==> src/rtl/wakeup_req_issue_pkg.sv <==
// Shared constants, types and helpers for the wakeup request issuer.
// Latency: n/a (declarations only).
// Backpressure: n/a.
package wakeup_req_issue_pkg;

    localparam int DLAY_LEN  = 8;              // width of the one-hot delay word
    localparam int LAT_W     = 4;              // width of a request latency
    localparam int TAG_W     = 4;              // width of a request tag
    localparam int REQ_DEPTH = 4;              // default request FIFO depth
    localparam int WD_LIMIT  = DLAY_LEN + 1;   // watchdog value that declares a lost wakeup
    localparam int WD_W      = $clog2(WD_LIMIT + 1);

    typedef enum logic [1:0] {
        IDLE = 2'd0,
        LOAD = 2'd1,
        WAIT = 2'd2
    } state_t;

    // One queued request; latency is already clamped when it is stored.
    typedef struct packed {
        logic [LAT_W-1:0] lat;
        logic [TAG_W-1:0] tag;
    } req_t;

    function automatic logic lat_over(input logic [LAT_W-1:0] lat);
        return lat >= LAT_W'(DLAY_LEN);
    endfunction

    function automatic logic [LAT_W-1:0] clamp_lat(input logic [LAT_W-1:0] lat);
        return lat_over(lat) ? LAT_W'(DLAY_LEN - 1) : lat;
    endfunction

    // Latency n becomes a single set bit at position n of the delay word.
    function automatic logic [DLAY_LEN-1:0] enc_wdy(input logic [LAT_W-1:0] lat);
        return DLAY_LEN'(1) << lat;
    endfunction

endpackage

==> src/rtl/wakeup_req_fifo.sv <==
// Synchronous request FIFO, DEPTH x W, read data is the current head.
// Latency: a push is visible at the head one cycle later.
// Backpressure: full/empty flags; push when full and pop when empty are ignored.
module wakeup_req_fifo #(
    parameter int DEPTH = 4,
    parameter int W     = 8
) (
    input  logic         clk,
    input  logic         rst,
    input  logic         push,
    input  logic [W-1:0] din,
    input  logic         pop,
    output logic [W-1:0] dout,
    output logic         full,
    output logic         empty
);

    localparam int AW = $clog2(DEPTH);

    logic [W-1:0] mem [DEPTH];
    logic [AW:0]  wptr;
    logic [AW:0]  rptr;

    // Pointers carry an extra wrap bit so full and empty are distinguishable.
    assign empty = (wptr == rptr);
    assign full  = (wptr[AW] != rptr[AW]) && (wptr[AW-1:0] == rptr[AW-1:0]);
    assign dout  = mem[rptr[AW-1:0]];

    // Pointer update; guarded so misuse cannot corrupt occupancy.
    always_ff @(posedge clk) begin
        if (rst) begin
            wptr <= '0;
            rptr <= '0;
        end else begin
            if (push && !full)
                wptr <= wptr + (AW+1)'(1);
            if (pop && !empty)
                rptr <= rptr + (AW+1)'(1);
        end
    end

    // Storage write; contents need no reset since empty masks them.
    always_ff @(posedge clk) begin
        if (push && !full)
            mem[wptr[AW-1:0]] <= din;
    end

endmodule

==> src/rtl/wakeup_req_issue.sv <==
// Queues tagged wakeup requests, issues one-hot delay words, returns tags on wakeup.
// Latency: wdy_load 2 cycles after a push into an idle block; wake_out 1 cycle after wake_in.
// Backpressure: req_ready drops while the FIFO is full, even during a same-cycle pop.
module wakeup_req_issue
    import wakeup_req_issue_pkg::*;
#(
    parameter int DEPTH = REQ_DEPTH
) (
    input  logic                clk,
    input  logic                rst,
    input  logic                req_valid,
    output logic                req_ready,
    input  logic [LAT_W-1:0]    req_lat,
    input  logic [TAG_W-1:0]    req_tag,
    output logic                wdy_load,
    output logic [DLAY_LEN-1:0] wdy,
    input  logic                wake_in,
    output logic                wake_out,
    output logic [TAG_W-1:0]    wake_tag,
    output logic                err_clamp,
    output logic                err_tmo,
    output logic                err_spur
);

    state_t           state_q, state_d;
    logic [WD_W-1:0]  wd_q;
    logic [TAG_W-1:0] tag_q;
    req_t             push_dat;
    req_t             head;
    logic             fifo_full, fifo_empty;
    logic             push, pop;
    logic             load_next, do_wake, do_tmo;

    assign req_ready = !fifo_full;
    assign push      = req_valid && !fifo_full;
    assign push_dat  = '{lat: clamp_lat(req_lat), tag: req_tag};

    wakeup_req_fifo #(
        .DEPTH (DEPTH),
        .W     ($bits(req_t))
    ) u_fifo (
        .clk   (clk),
        .rst   (rst),
        .push  (push),
        .din   (push_dat),
        .pop   (pop),
        .dout  (head),
        .full  (fifo_full),
        .empty (fifo_empty)
    );

    // Next-state and per-cycle strobes; a wakeup in the expiry cycle beats the timeout.
    always_comb begin
        state_d   = state_q;
        pop       = 1'b0;
        load_next = 1'b0;
        do_wake   = 1'b0;
        do_tmo    = 1'b0;
        case (state_q)
            IDLE: begin
                if (!fifo_empty) begin
                    load_next = 1'b1;
                    state_d   = LOAD;
                end
            end
            LOAD: begin
                pop     = 1'b1;
                state_d = WAIT;
            end
            WAIT: begin
                if (wake_in) begin
                    do_wake = 1'b1;
                    state_d = IDLE;
                end else if (wd_q == WD_W'(WD_LIMIT)) begin
                    do_tmo  = 1'b1;
                    state_d = IDLE;
                end
            end
            default: state_d = IDLE;
        endcase
    end

    // State register.
    always_ff @(posedge clk) begin
        if (rst)
            state_q <= IDLE;
        else
            state_q <= state_d;
    end

    // Registered outputs, watchdog, in-flight tag and sticky error flags.
    // wdy/wdy_load are set on the IDLE->LOAD edge so they are high exactly during LOAD.
    always_ff @(posedge clk) begin
        if (rst) begin
            wdy_load  <= 1'b0;
            wdy       <= '0;
            wake_out  <= 1'b0;
            wake_tag  <= '0;
            wd_q      <= '0;
            tag_q     <= '0;
            err_clamp <= 1'b0;
            err_tmo   <= 1'b0;
            err_spur  <= 1'b0;
        end else begin
            wdy_load <= load_next;
            wdy      <= load_next ? enc_wdy(head.lat) : '0;
            wake_out <= do_wake;
            wake_tag <= do_wake ? tag_q : '0;
            if (pop) begin
                tag_q <= head.tag;
                wd_q  <= '0;
            end else if (state_q == WAIT) begin
                wd_q  <= wd_q + WD_W'(1);
            end
            if (push && lat_over(req_lat))
                err_clamp <= 1'b1;
            if (do_tmo)
                err_tmo <= 1'b1;
            if (wake_in && (state_q != WAIT))
                err_spur <= 1'b1;
        end
    end

endmodule
==> config.mk <==
export PLATFORM = sky130hd
export DESIGN_NAME = wakeup_req_issue
export DESIGN_NICKNAME = d
export VERILOG_FILES = /design/src/rtl/wakeup_req_issue_pkg.sv /design/src/rtl/wakeup_req_fifo.sv /design/src/rtl/wakeup_req_issue.sv
export SDC_FILE = /design/constraint.sdc
export NUM_CORES = 1
export LEC_CHECK = 0
export ABC_AREA = 1
export CAP_MARGIN = 20
export CORE_UTILIZATION = 45
export DETAILED_ROUTE_END_ITERATION = 16
export GPL_TIMING_DRIVEN = 0
export HOLD_SLACK_MARGIN = 0.08
export PLACE_DENSITY = 0.66
export SYNTH_ARGS = -nofsm -noshare
export SYNTH_HDL_FRONTEND = slang
export SYNTH_SLANG_ARGS = --single-unit
export TNS_END_PERCENT = 100
==> constraint.sdc <==
create_clock -name clk -period 1.8 [get_ports clk]
set_clock_uncertainty 0.05 [all_clocks]
set_input_delay 0.54 -clock clk [delete_from_list [all_inputs] [get_ports clk]]
set_output_delay 0.54 -clock clk [all_outputs]
set_load 0.02 [all_outputs]
==> flow_summary.yaml, run 1 <==
timing:
  finalCritPeriodShare: 0.986
  slew_violations: 0
  setup-violations-final: 0
  holdWs_ns: 0.386
  finalSetupTns_ns: 0
  grt_setup_unrepaired: "yes"
  final_hold_vio_count: 0
  clock.fmax_mhz: 563
  worst_pin_slew_ns: 0.520
  setup_slack_after_layout_ns: 0.0249
  finalWorstPathRequiredPeriod_ns: 1.78
  relSlewSlack: 0.653
global_route:
  grt_max_degree: 12
  gr-usage-met1: 0.206
  grt.met3_usage: 0.0483
  grt_pass1_vias: 1726
  grt_util_met2: 0.258
  grt_peak_use_layer: "met2"
  groute.usage.overall: 0.168
  grt_antenna_before_repair: 0
  grt_pass1_wl_mm: 7.77
  grt.overflow.total: 0
setup_path:
  worstPathRequired_ns: 1.21
  cp.arrival_ns: 1.19
  critPathMaxFanout: 6
  worstSetupPathType: "flip-flop to primary output"
  critical_path.endpoint_type: "primary output"
  worst_setup_path_start_kind: "flip-flop"
routing:
  routed_wirelength_mm: 4.52
  router_iterations_before_antenna_repair: 5
  number_of_remaining_drc_errors: 0
  vias: 1835
  detail_route.wl_per_cell_um: 11.5
  via_per_inst: 4.68
  detail_route.iter0.violations: 71
  detail-route-antenna-nets: 0
status:
  status: "completed"
cts:
  cts_tree: "yes"
  clock-root-buffer: "clkbuf_8"
  worst_skew_pair.late_latency_ns: 0.33
  cts_made_buffers: 9
  clock_tree.buffer_depth: 2
  h_tree_levels: 3
  clkSinkCount: 67
  ctsHoldBuffers: 0
  clkSlewWorstSetupHoldPaths_ns: 0.07
  gates_resized_cts_repair: 28
  post-cts-setup-buffer-count: 0
cells_and_area:
  layout.cells.most_common: "nand2_1"
  area_used_by_sequential_logic_in_the_layout_sq_um: 1670
  final_core_utilization: 0.585
  flow.area_growth_from_synthesis_pct: 22.7
  design_area_sq_um: 3300
  instances_no_fill: 392
  drive_gt1_frac: 0.172
  total_area_of_multi_input_combinational_cells_sq_um: 883
  number_of_filler_cells_placed_in_the_layout: 500
  layout.cells.most_common_list: "43 x nand2_1, 36 x nor2_1, 32 x edfxtp_1, 30 x inv_1, 30 x dfxtp_1"
  diodes: 0
  nNetsFinal: 334
die:
  die_w_um: 79.3
  dieArea_sq_um: 6290
  floorplan.core_area_sq_um: 5640
  floorplan.die.height_um: 79.3
  start_util: 0.477
  fp-row-count: 27
  pin_count: 30
logic_synthesis:
  netlist-cell-type-count: 26
  yosys.area_share.simple: 0.217
  syn-cell-area_sq_um: 2690
  post_synth_inst_count: 272
  yosysWarnings: 0
  synthXorXnorAreaFrac: 0.00651
  seq_area_frac_synth: 0.618
  synth_seq_cells: 67
  post_synth_fa_ha_maj_area_fraction: 0.0326
  syn_avg_cell_area_sq_um: 9.89
  synth_top_family_by_area: "simple AND/OR/NAND/NOR gates"
  muxShareOfSynthArea: 0
  synth-compound-area-share: 0.0577
placement:
  detailed_placer_s_ending_hpwl_mm: 3.13
  routability_cong: 0.774
  dpl_cell_area_sq_um: 3080
  placement.io_buffers: 29
  place_ws_ns: -0.557
  placedCellCount: 376
flow_run:
  max_cap_viol_count: 0
power:
  vdd.ir_drop.worst_mv: 0.597
  cellLeakagePower_nw: 1.41
  power_density_nw_per_um2: 1070
  report.power.total_mw: 3.54
hold_path:
  hold_path_class: "flip-flop to flip-flop"
==> worst max-delay path, cell delays in order (launching register included) <==
cell and delay (ns):
dfxtp_2 0.34, inv_1 0.09, nand2_1 0.07, nand2_2 0.09, nand3_4 0.11, buf_6 0.15
==> metal layers <==
| layer | routed length [um] | share of wire |
|---|---|---|
| met5 | 0 | 0 |
| met4 | 132 | 0.029 |
| met3 | 166 | 0.037 |
| met2 | 2050 | 0.45 |
| met1 | 2180 | 0.48 |
==> path summary, 6_finish.rpt <==
check / to / slack [ns] / cells after the start / from
setup / recovery: req_ready / 0.02 / 5 / u_fifo.wptr[1]
hold / removal: wake_tag[3] / 0.39 / 2 / tag_q[3]
setup reg to reg: u_fifo.mem[3][4] / 0.13 / 6 / u_fifo.wptr[2]
hold reg to reg: wake_tag[3] / 0.39 / 2 / tag_q[3]
==> flip-flops by register name, indices dropped and copies added (netlist names), named ones only <==
name / cells
tag_q: 4
state_q: 2
wd_q: 4
err_tmo: 1
err_clamp: 1
wdy: 8
err_spur: 1
wdy_load: 1
wake_out: 1
u_fifo.rptr: 3
wake_tag: 4
u_fifo.mem: 32
u_fifo.wptr: 3
==> cells in the mapped netlist <==
library cell,count,area (sq um)
nand2_1,46,173
nor2_1,40,150
dfxtp_1,35,701
edfxtp_1,32,961
inv_1,30,113
nand3_1,15,75.1
o21ai_0,15,75.1
a21oi_1,13,65.1
ha_1,7,87.6
inv_2,5,18.8
nand3_2,5,50.1
nor3_1,4,20.0
nand2_2,3,18.8
o21ai_1,3,15.0
or2_2,3,18.8
buf_4,2,15.0
buf_6,2,22.5
nand3b_1,2,15.0
nor3_4,2,32.5
xor2_1,2,17.5
buf_2,1,5.00
conb_1,1,3.75
inv_4,1,6.26
nand4_2,1,12.5
nor2_2,1,6.26
nor2_4,1,11.3
==> layout make-up <==
cell class,instances,area share
buffer,5,0.0129
timing repair buffer,29,0.0819
clock inverter,4,0.0148
sequential,67,0.506
clock buffer,12,0.0470
multi-input combinational,167,0.268
inverter,36,0.0417
tap,72,0.0273
==> where the power goes <==
part           switching, mW  leakage [nW]  internal [mW]
clock network          0.541         0.106          0.713
registers             0.0524         0.577           1.70
logic                  0.344         0.723          0.189
==> cells by family (layout without fill, tap and decap cells) <==
| group | count (synthesis) | after routing |
|---|---|---|
| XOR/XNOR | 2 | 2 |
| AO/OA/AOI/OAI | 31 | 31 |
| adder cells (fa/ha/maj) | 7 | 7 |
| other | 1 | 4 |
| flip-flops | 67 | 67 |
| AND/OR/NAND/NOR | 123 | 123 |
| buffers and inverters | 41 | 86 |
(Power assumes the default switching activity.)
==> run 2, diff against run 1 <==
--- a/config.mk
+++ b/config.mk
@@ -8,11 +8,13 @@
 export ABC_AREA = 1
 export CAP_MARGIN = 20
 export CORE_UTILIZATION = 45
+export CTS_CLUSTER_SIZE = 20
 export DETAILED_ROUTE_END_ITERATION = 16
 export GPL_TIMING_DRIVEN = 0
 export HOLD_SLACK_MARGIN = 0.08
 export PLACE_DENSITY = 0.66
 export SYNTH_ARGS = -nofsm -noshare
 export SYNTH_HDL_FRONTEND = slang
+export SYNTH_HIERARCHICAL = 1
 export SYNTH_SLANG_ARGS = --single-unit
 export TNS_END_PERCENT = 100
==> run 2 against run 1 <==
Compared with the run above:
- the flow now finishes with violations (setup timing)
- die area fell by 1.0%
- combinational power up 3.9%
- maximum frequency decreased by 2.5%
- first-iteration DRC count down 15%
- routed wire length up 5.6%
- synthesized cell count decreased by 0.74%
- sequential share of layout area shrank 1.5 points
- cell count grew 1.3%
- area after synthesis decreased by 1.0%
- critical path depth grew 2
- global-route usage is 0.58 points lower
- highest routed layer unchanged
==> flow_summary.yaml, run 2 <==
setup_path:
  cp.arrival_ns: 1.23
  worstPathRequired_ns: 1.21
  worstSetupPathType: "flip-flop to primary output"
  regToRegSetupSlack_ns: 0.12
  critPathMaxFanout: 6
  worst_setup_path_start_kind: "flip-flop"
  crit_path_max_incr_delay_ns: 0.38
  critical_path.endpoint_type: "primary output"
  cpMaxStageDelayCell: "dfxtp_4"
  crit_top_cell: "inv_4"
  worstPathCellList: "inv_4 > nand2_2 > nand2_4 > nand3_4 > inv_4 > inv_2 > buf_6"
hold_path:
  hold_path_class: "flip-flop to flip-flop"
cells_and_area:
  drive_gt1_frac: 0.206
  total_area_of_multi_input_combinational_cells_sq_um: 901
  area_used_by_sequential_logic_in_the_layout_sq_um: 1680
  diodes: 0
  number_of_filler_cells_placed_in_the_layout: 488
  flow.area_growth_from_synthesis_pct: 28.4
  largest_register_ff_count: 32
  layout.cells.most_common: "nor2_1"
  nNetsFinal: 339
  layout.cells.most_common_list: "45 x nor2_1, 32 x edfxtp_1, 30 x nand2_1, 29 x dfxtp_1, 26 x inv_1"
die:
  pin_count: 30
  floorplan.core_area_sq_um: 5610
  start_util: 0.475
  floorplan.die.height_um: 78.9
  die_w_um: 78.9
  fp-row-count: 27
  dieArea_sq_um: 6230
timing:
  setup-violations-final: 1
  grt_setup_unrepaired: "yes"
  finalWorstPathRequiredPeriod_ns: 1.82
  final_hold_vio_count: 0
  setup_slack_after_layout_ns: -0.0211
  finalSetupTns_ns: -0.0211
  finalCritPeriodShare: 1.01
  clock.fmax_mhz: 549
  holdWs_ns: 0.389
  slew_violations: 0
routing:
  number_of_remaining_drc_errors: 0
  detail_route.wl_per_cell_um: 12.0
  detail-route-antenna-nets: 0
  routed_wirelength_mm: 4.78
  vias: 1897
  detail_route.iter0.violations: 60
  via_per_inst: 4.78
  router_iterations_before_antenna_repair: 4
power:
  switching_share: 0.259
  clkPwrFrac: 0.391
  cellLeakagePower_nw: 1.41
  power_density_nw_per_um2: 1120
  internal-power_mw: 2.83
  vdd.ir_drop.worst_mv: 0.572
  power_frac_seq: 0.464
  total_switching_power_mw: 0.987
  combinational_share_of_power: 0.145
cts:
  cts_made_buffers: 9
  h_tree_levels: 3
  clock_tree.buffer_depth: 2
  worst_skew_pair.late_latency_ns: 0.34
  cts_tree: "yes"
  clkSinkCount: 67
  clock-root-buffer: "clkbuf_8"
  clkSlewWorstSetupHoldPaths_ns: 0.07
logic_synthesis:
  post_synth_inst_count: 270
  netlist-cell-type-count: 25
  yosysMostFrequentCell: "nor2_1"
  synthTopCellsByCount: "49 x nor2_1, 35 x dfxtp_1, 35 x nand2_1, 32 x edfxtp_1, 31 x inv_1"
  yosysTopAreaCellShare: 0.361
  seq_area_frac_synth: 0.624
  syn_avg_cell_area_sq_um: 9.86
  synth_seq_cells: 67
  synth_async_sr_flop_share: 0
  synthDominantAreaCellType: "edfxtp_1"
  ys.flop_type: "dfxtp_1"
  yosysWarnings: 6
  synth_top_cells_by_area: "edfxtp_1 36%, dfxtp_1 26%, nor2_1 6.9%"
  syn-cell-area_sq_um: 2660
  synth_enable_flop_cells: 32
status:
  status: "complete, but fails checks"
  failed_checks: "setup timing"
global_route:
  grt_antenna_before_repair: 0
  grt_max_degree: 13
  groute.usage.overall: 0.163
  grt_pass1_vias: 1648
  grt.overflow.total: 0
  grt_pass1_wl_mm: 7.51
placement:
  detailed_placer_s_ending_hpwl_mm: 3.10
  placement.io_buffers: 29
  routability_cong: 0.777
flow_run:
  max_cap_viol_count: 0
run 2: worst max-delay path, delay by kind of cell (launching register included):
| family | cells | cell delay (ns) |
|---|---|---|
| buf+inv | 4 | 0.29 |
| simple gates | 3 | 0.23 |
| flops | 1 | 0.38 |
run 2: routing by layer:
metal	up-vias	routed length, um	track usage
met5	-	0	0
met3	8	242	0.0471
met4	0	68	0.0764
li1	988	-	-
met2	48	2340	0.266
met1	853	2130	0.198
run 2: cells by family (layout without fill, tap and decap cells):
family,count (synthesis),in the layout,share of synthesized area
buf+inv,40,92,0.0611
other cells,1,4,0.00141
simple gates,111,111,0.194
fa+ha+maj,7,7,0.0329
compound gates,44,44,0.0865
flops,67,67,0.624
run 2: through the flow:
stage	cells	instance area (sq um)	power [mW]	setup slack (ns)	util
floorplan	273	2680	2.14	-0.0427	-
detailed placement	374	3060	2.31	-0.590	0.546
CTS	392	3340	3.80	-0.0526	0.595
finish	397	3420	3.81	-0.0211	0.610
global placement	374	3060	2.29	-0.596	0.546
global route	397	3420	3.97	-0.0805	0.610
run 2: worst paths after layout:
path	start	to	cells past startpoint
min	tag_q[3]	wake_tag[3]	2
max	u_fifo/wptr[0]	req_ready	7
max reg2reg	u_fifo/wptr[0]	u_fifo/mem[2][1]	8
min reg2reg	tag_q[3]	wake_tag[3]	2
run 2: power by group through the flow:
| stage | Sequential [mW] | Clock [mW] | Combinational [mW] |
|---|---|---|---|
| final | 1.77 | 1.49 | 0.553 |
| after global routing | 1.78 | 1.57 | 0.620 |
| after CTS | 1.76 | 1.52 | 0.523 |
| after detailed placement | 1.80 | 0 | 0.509 |
| after global placement | 1.79 | 0 | 0.498 |
| after floorplan | 1.80 | 0 | 0.341 |
run 2: layout make-up:
cell class | instances | area share
timing repair buffer | 36 | 0.0981
clock buffer | 9 | 0.0362
clock inverter | 7 | 0.0337
buffer | 3 | 0.00695
multi-input combinational | 166 | 0.264
inverter | 37 | 0.0439
sequential | 67 | 0.491
tap | 72 | 0.0264
run 2: timing repair:
item	in CTS	in global routing
hold buffers	0	0
gates resized for setup	35	18
pin swaps	2	5
endpoints found under the hold margin	0	0
setup buffers	2	5
setup endpoints to repair	50	33
==> run 3, diff against run 2 <==
--- a/config.mk
+++ b/config.mk
@@ -5,14 +5,14 @@
 export SDC_FILE = /design/constraint.sdc
 export NUM_CORES = 1
 export LEC_CHECK = 0
-export ABC_AREA = 1
 export CAP_MARGIN = 20
 export CORE_UTILIZATION = 45
 export CTS_CLUSTER_SIZE = 20
 export DETAILED_ROUTE_END_ITERATION = 16
+export DONT_BUFFER_PORTS = 1
 export GPL_TIMING_DRIVEN = 0
 export HOLD_SLACK_MARGIN = 0.08
-export PLACE_DENSITY = 0.66
+export SLEW_MARGIN = 20
 export SYNTH_ARGS = -nofsm -noshare
 export SYNTH_HDL_FRONTEND = slang
 export SYNTH_HIERARCHICAL = 1
==> run 3 against run 2 <==
Compared with the run above:
- the run still ends with setup timing left
- critical path type unchanged
- synthesized cell count fell by 22%
- clock power fell by 20%
- die area is 2.8% higher
- sequential cell count unchanged
- area after synthesis rose by 2.9%
- non-clock buffer count decreased by 22
- critical path depth shrank 3
- worst hold slack got worse by 0.18 ns
- cell count fell by 21%
==> flow_summary.yaml, run 3 <==
global_route:
  groute.usage.overall: 0.182
  grt_util_met2: 0.288
  gr-usage-met1: 0.219
  grt.overflow.total: 0
  grt_max_degree: 13
  grt.met3_usage: 0.0709
  grt_peak_use_layer: "met2"
  grt_pass1_wl_mm: 8.33
  grt_pass1_vias: 1677
  grt_antenna_before_repair: 0
setup_path:
  cp.arrival_ns: 1.23
  regToRegSetupSlack_ns: 0.05
  r2r-end: "u_fifo/mem[1][7]"
  regToRegStartpoint: "u_fifo/rptr[0]"
  worst_setup_path_start_kind: "flip-flop"
  timing.reg2reg.worst_path_depth: 7
  critPathMaxFanout: 6
  worstSetupPathType: "flip-flop to primary output"
  critical_path.endpoint_type: "primary output"
  worstPathRequired_ns: 1.21
cts:
  clkSlewWorstSetupHoldPaths_ns: 0.07
  h_tree_levels: 3
  cts_tree: "yes"
  ctsHoldBuffers: 0
  clock-root-buffer: "clkbuf_8"
  clkSinkCount: 67
  worst_skew_pair.late_latency_ns: 0.34
  cts_made_buffers: 9
  clock_tree.buffer_depth: 2
logic_synthesis:
  synth_enable_flop_cells: 32
  netlist-cell-type-count: 46
  synth_seq_cells: 67
  syn-cell-area_sq_um: 2740
  seq_area_frac_synth: 0.607
  yosysWarnings: 6
  synth_async_sr_flop_share: 0
  yosysTopAreaCellShare: 0.351
  syn_avg_cell_area_sq_um: 13.0
  ys.flop_type: "dfxtp_1"
  synthDominantAreaCellType: "edfxtp_1"
  synth_top_cells_by_area: "edfxtp_1 35%, dfxtp_1 26%, mux4_2 6.6%"
  post_synth_inst_count: 211
  synthTopCellsByCount: "35 x dfxtp_1, 32 x edfxtp_1, 19 x nor2_1, 8 x inv_1, 8 x mux4_2"
  yosysMostFrequentCell: "dfxtp_1"
power:
  clkPwrFrac: 0.269
  power_density_nw_per_um2: 1350
  cellLeakagePower_nw: 1.10
  report.power.total_mw: 4.41
  internal-power_mw: 3.03
  total_switching_power_mw: 1.38
  vdd.ir_drop.worst_mv: 0.609
  power_frac_seq: 0.454
  combinational_share_of_power: 0.277
  switching_share: 0.313
status:
  failed_checks: "setup timing"
  status: "complete, but fails checks"
timing:
  holdWs_ns: 0.212
  clock.fmax_mhz: 549
  setup_slack_after_layout_ns: -0.0211
  grt_setup_unrepaired: "yes"
  worst_pin_slew_ns: 0.558
  setup-violations-final: 1
  slew_violations: 0
  final_hold_vio_count: 0
  relSlewSlack: 0.628
  finalSetupTns_ns: -0.0211
  finalWorstPathRequiredPeriod_ns: 1.82
  finalCritPeriodShare: 1.01
routing:
  number_of_remaining_drc_errors: 0
  vias: 1696
  routed_wirelength_mm: 5.15
  detail-route-antenna-nets: 0
  detail_route.iter0.violations: 62
  detail_route.wl_per_cell_um: 16.5
  via_per_inst: 5.42
  router_iterations_before_antenna_repair: 4
placement:
  routability_cong: 0.837
  placement.io_buffers: 0
  dpl_cell_area_sq_um: 2920
  detailed_placer_s_ending_hpwl_mm: 3.39
cells_and_area:
  diodes: 0
  nNetsFinal: 252
  largest_register_ff_count: 32
  design_area_sq_um: 3270
  drive_gt1_frac: 0.282
  number_of_filler_cells_placed_in_the_layout: 496
  layout.cells.most_common_list: "32 x edfxtp_1, 29 x dfxtp_1, 18 x nor2_1, 12 x buf_4, 10 x clkbuf_8"
  layout.cells.most_common: "edfxtp_1"
  final_core_utilization: 0.555
  flow.area_growth_from_synthesis_pct: 19.4
hold_path:
  min_path_cells: 1
  hold_path_class: "input port to flip-flop"
  worst_hold_path_endpoint: "wd_q[2]"
  hold_start: "rst"
die:
  pin_count: 30
  dieArea_sq_um: 6400
  start_util: 0.465
  floorplan.die.height_um: 80.0
  floorplan.core_area_sq_um: 5890
  fp-row-count: 28
  die_w_um: 80.0
flow_run:
  max_cap_viol_count: 0
run 3: changes by cell type in the layout (fill, tap and decap cells not counted), sizes merged, moves of 10 or more:
cell,previous run,this run
nand2,42,7
nor2,51,19
inv,37,8
dlygate4sd2,17,0
o21ai,20,5
clkdlybuf4s50,11,0
a21oi,16,6
run 3: routing by layer:
layer,up-vias,part of all wire
met4,0,0.011
met2,52,0.49
met3,8,0.057
met5,-,0
met1,828,0.44
li1,808,-
run 3: repair_timing:
item	CTS	global route
resized for setup	18	4
endpoints found under the setup margin	43	31
pin swaps	7	5
buffers inserted	9	2
run 3: cell families after synthesis:
family          after synthesis  share of synthesized area
flops                        67                      0.607
buf+inv                      17                     0.0338
fa+ha+maj                     7                     0.0320
mux                          12                     0.0804
other cells                   1                    0.00137
compound gates               29                     0.0699
simple gates                 71                      0.153
xor+xnor                      7                     0.0224
run 3: worst max-delay path, cell delays in order (launching register included):
cell and delay (ns):
dfxtp_4 0.38, xnor2_4 0.20, nand2_4 0.09, nor2_4 0.13, inv_2 0.08
run 3: worst max-delay path by stage:
stage / start / to
3_3_place_gp: u_fifo/rptr[2] / wdy[0]
4_1_cts: u_fifo/wptr[0] / req_ready
2_1_floorplan: u_fifo/wptr[2] / wdy[0]
6_report: u_fifo/rptr[0] / req_ready
5_1_grt: u_fifo/rptr[0] / req_ready
3_5_place_dp: u_fifo/wptr[2] / wdy[0]
run 3: cell type report:
class                   count  area (sq um)  area share
well taps                  75          93.8      0.0287
flip-flops and latches     67          1680       0.515
clock inverters             5          53.8      0.0165
inverters                   8          30.0     0.00919
repair buffers             11          95.1      0.0291
clock buffers              11           131      0.0402
multi-input cells         130          1140       0.348
plain buffers               6          42.5      0.0130
run 3: per-stage QoR:
| stage | cells | worst slack, ns |
|---|---|---|
| floorplan | 214 | -0.0333 |
| global placement | 289 | -0.338 |
| detailed placement | 289 | -0.377 |
| CTS | 312 | -0.0334 |
| global route | 313 | -0.0792 |
| finish | 313 | -0.0211 |
run 3: power by group through the flow:
| stage | Sequential (mW) | Combinational (mW) | Clock, mW |
|---|---|---|---|
| 6_report | 2.00 | 1.22 | 1.19 |
| 3_5_place_dp | 2.01 | 1.03 | 0 |
| 5_1_grt | 2.03 | 1.33 | 1.30 |
| 4_1_cts | 2.00 | 1.18 | 1.22 |
| 3_3_place_gp | 1.99 | 1.00 | 0 |
| 2_1_floorplan | 1.97 | 0.838 | 0 |
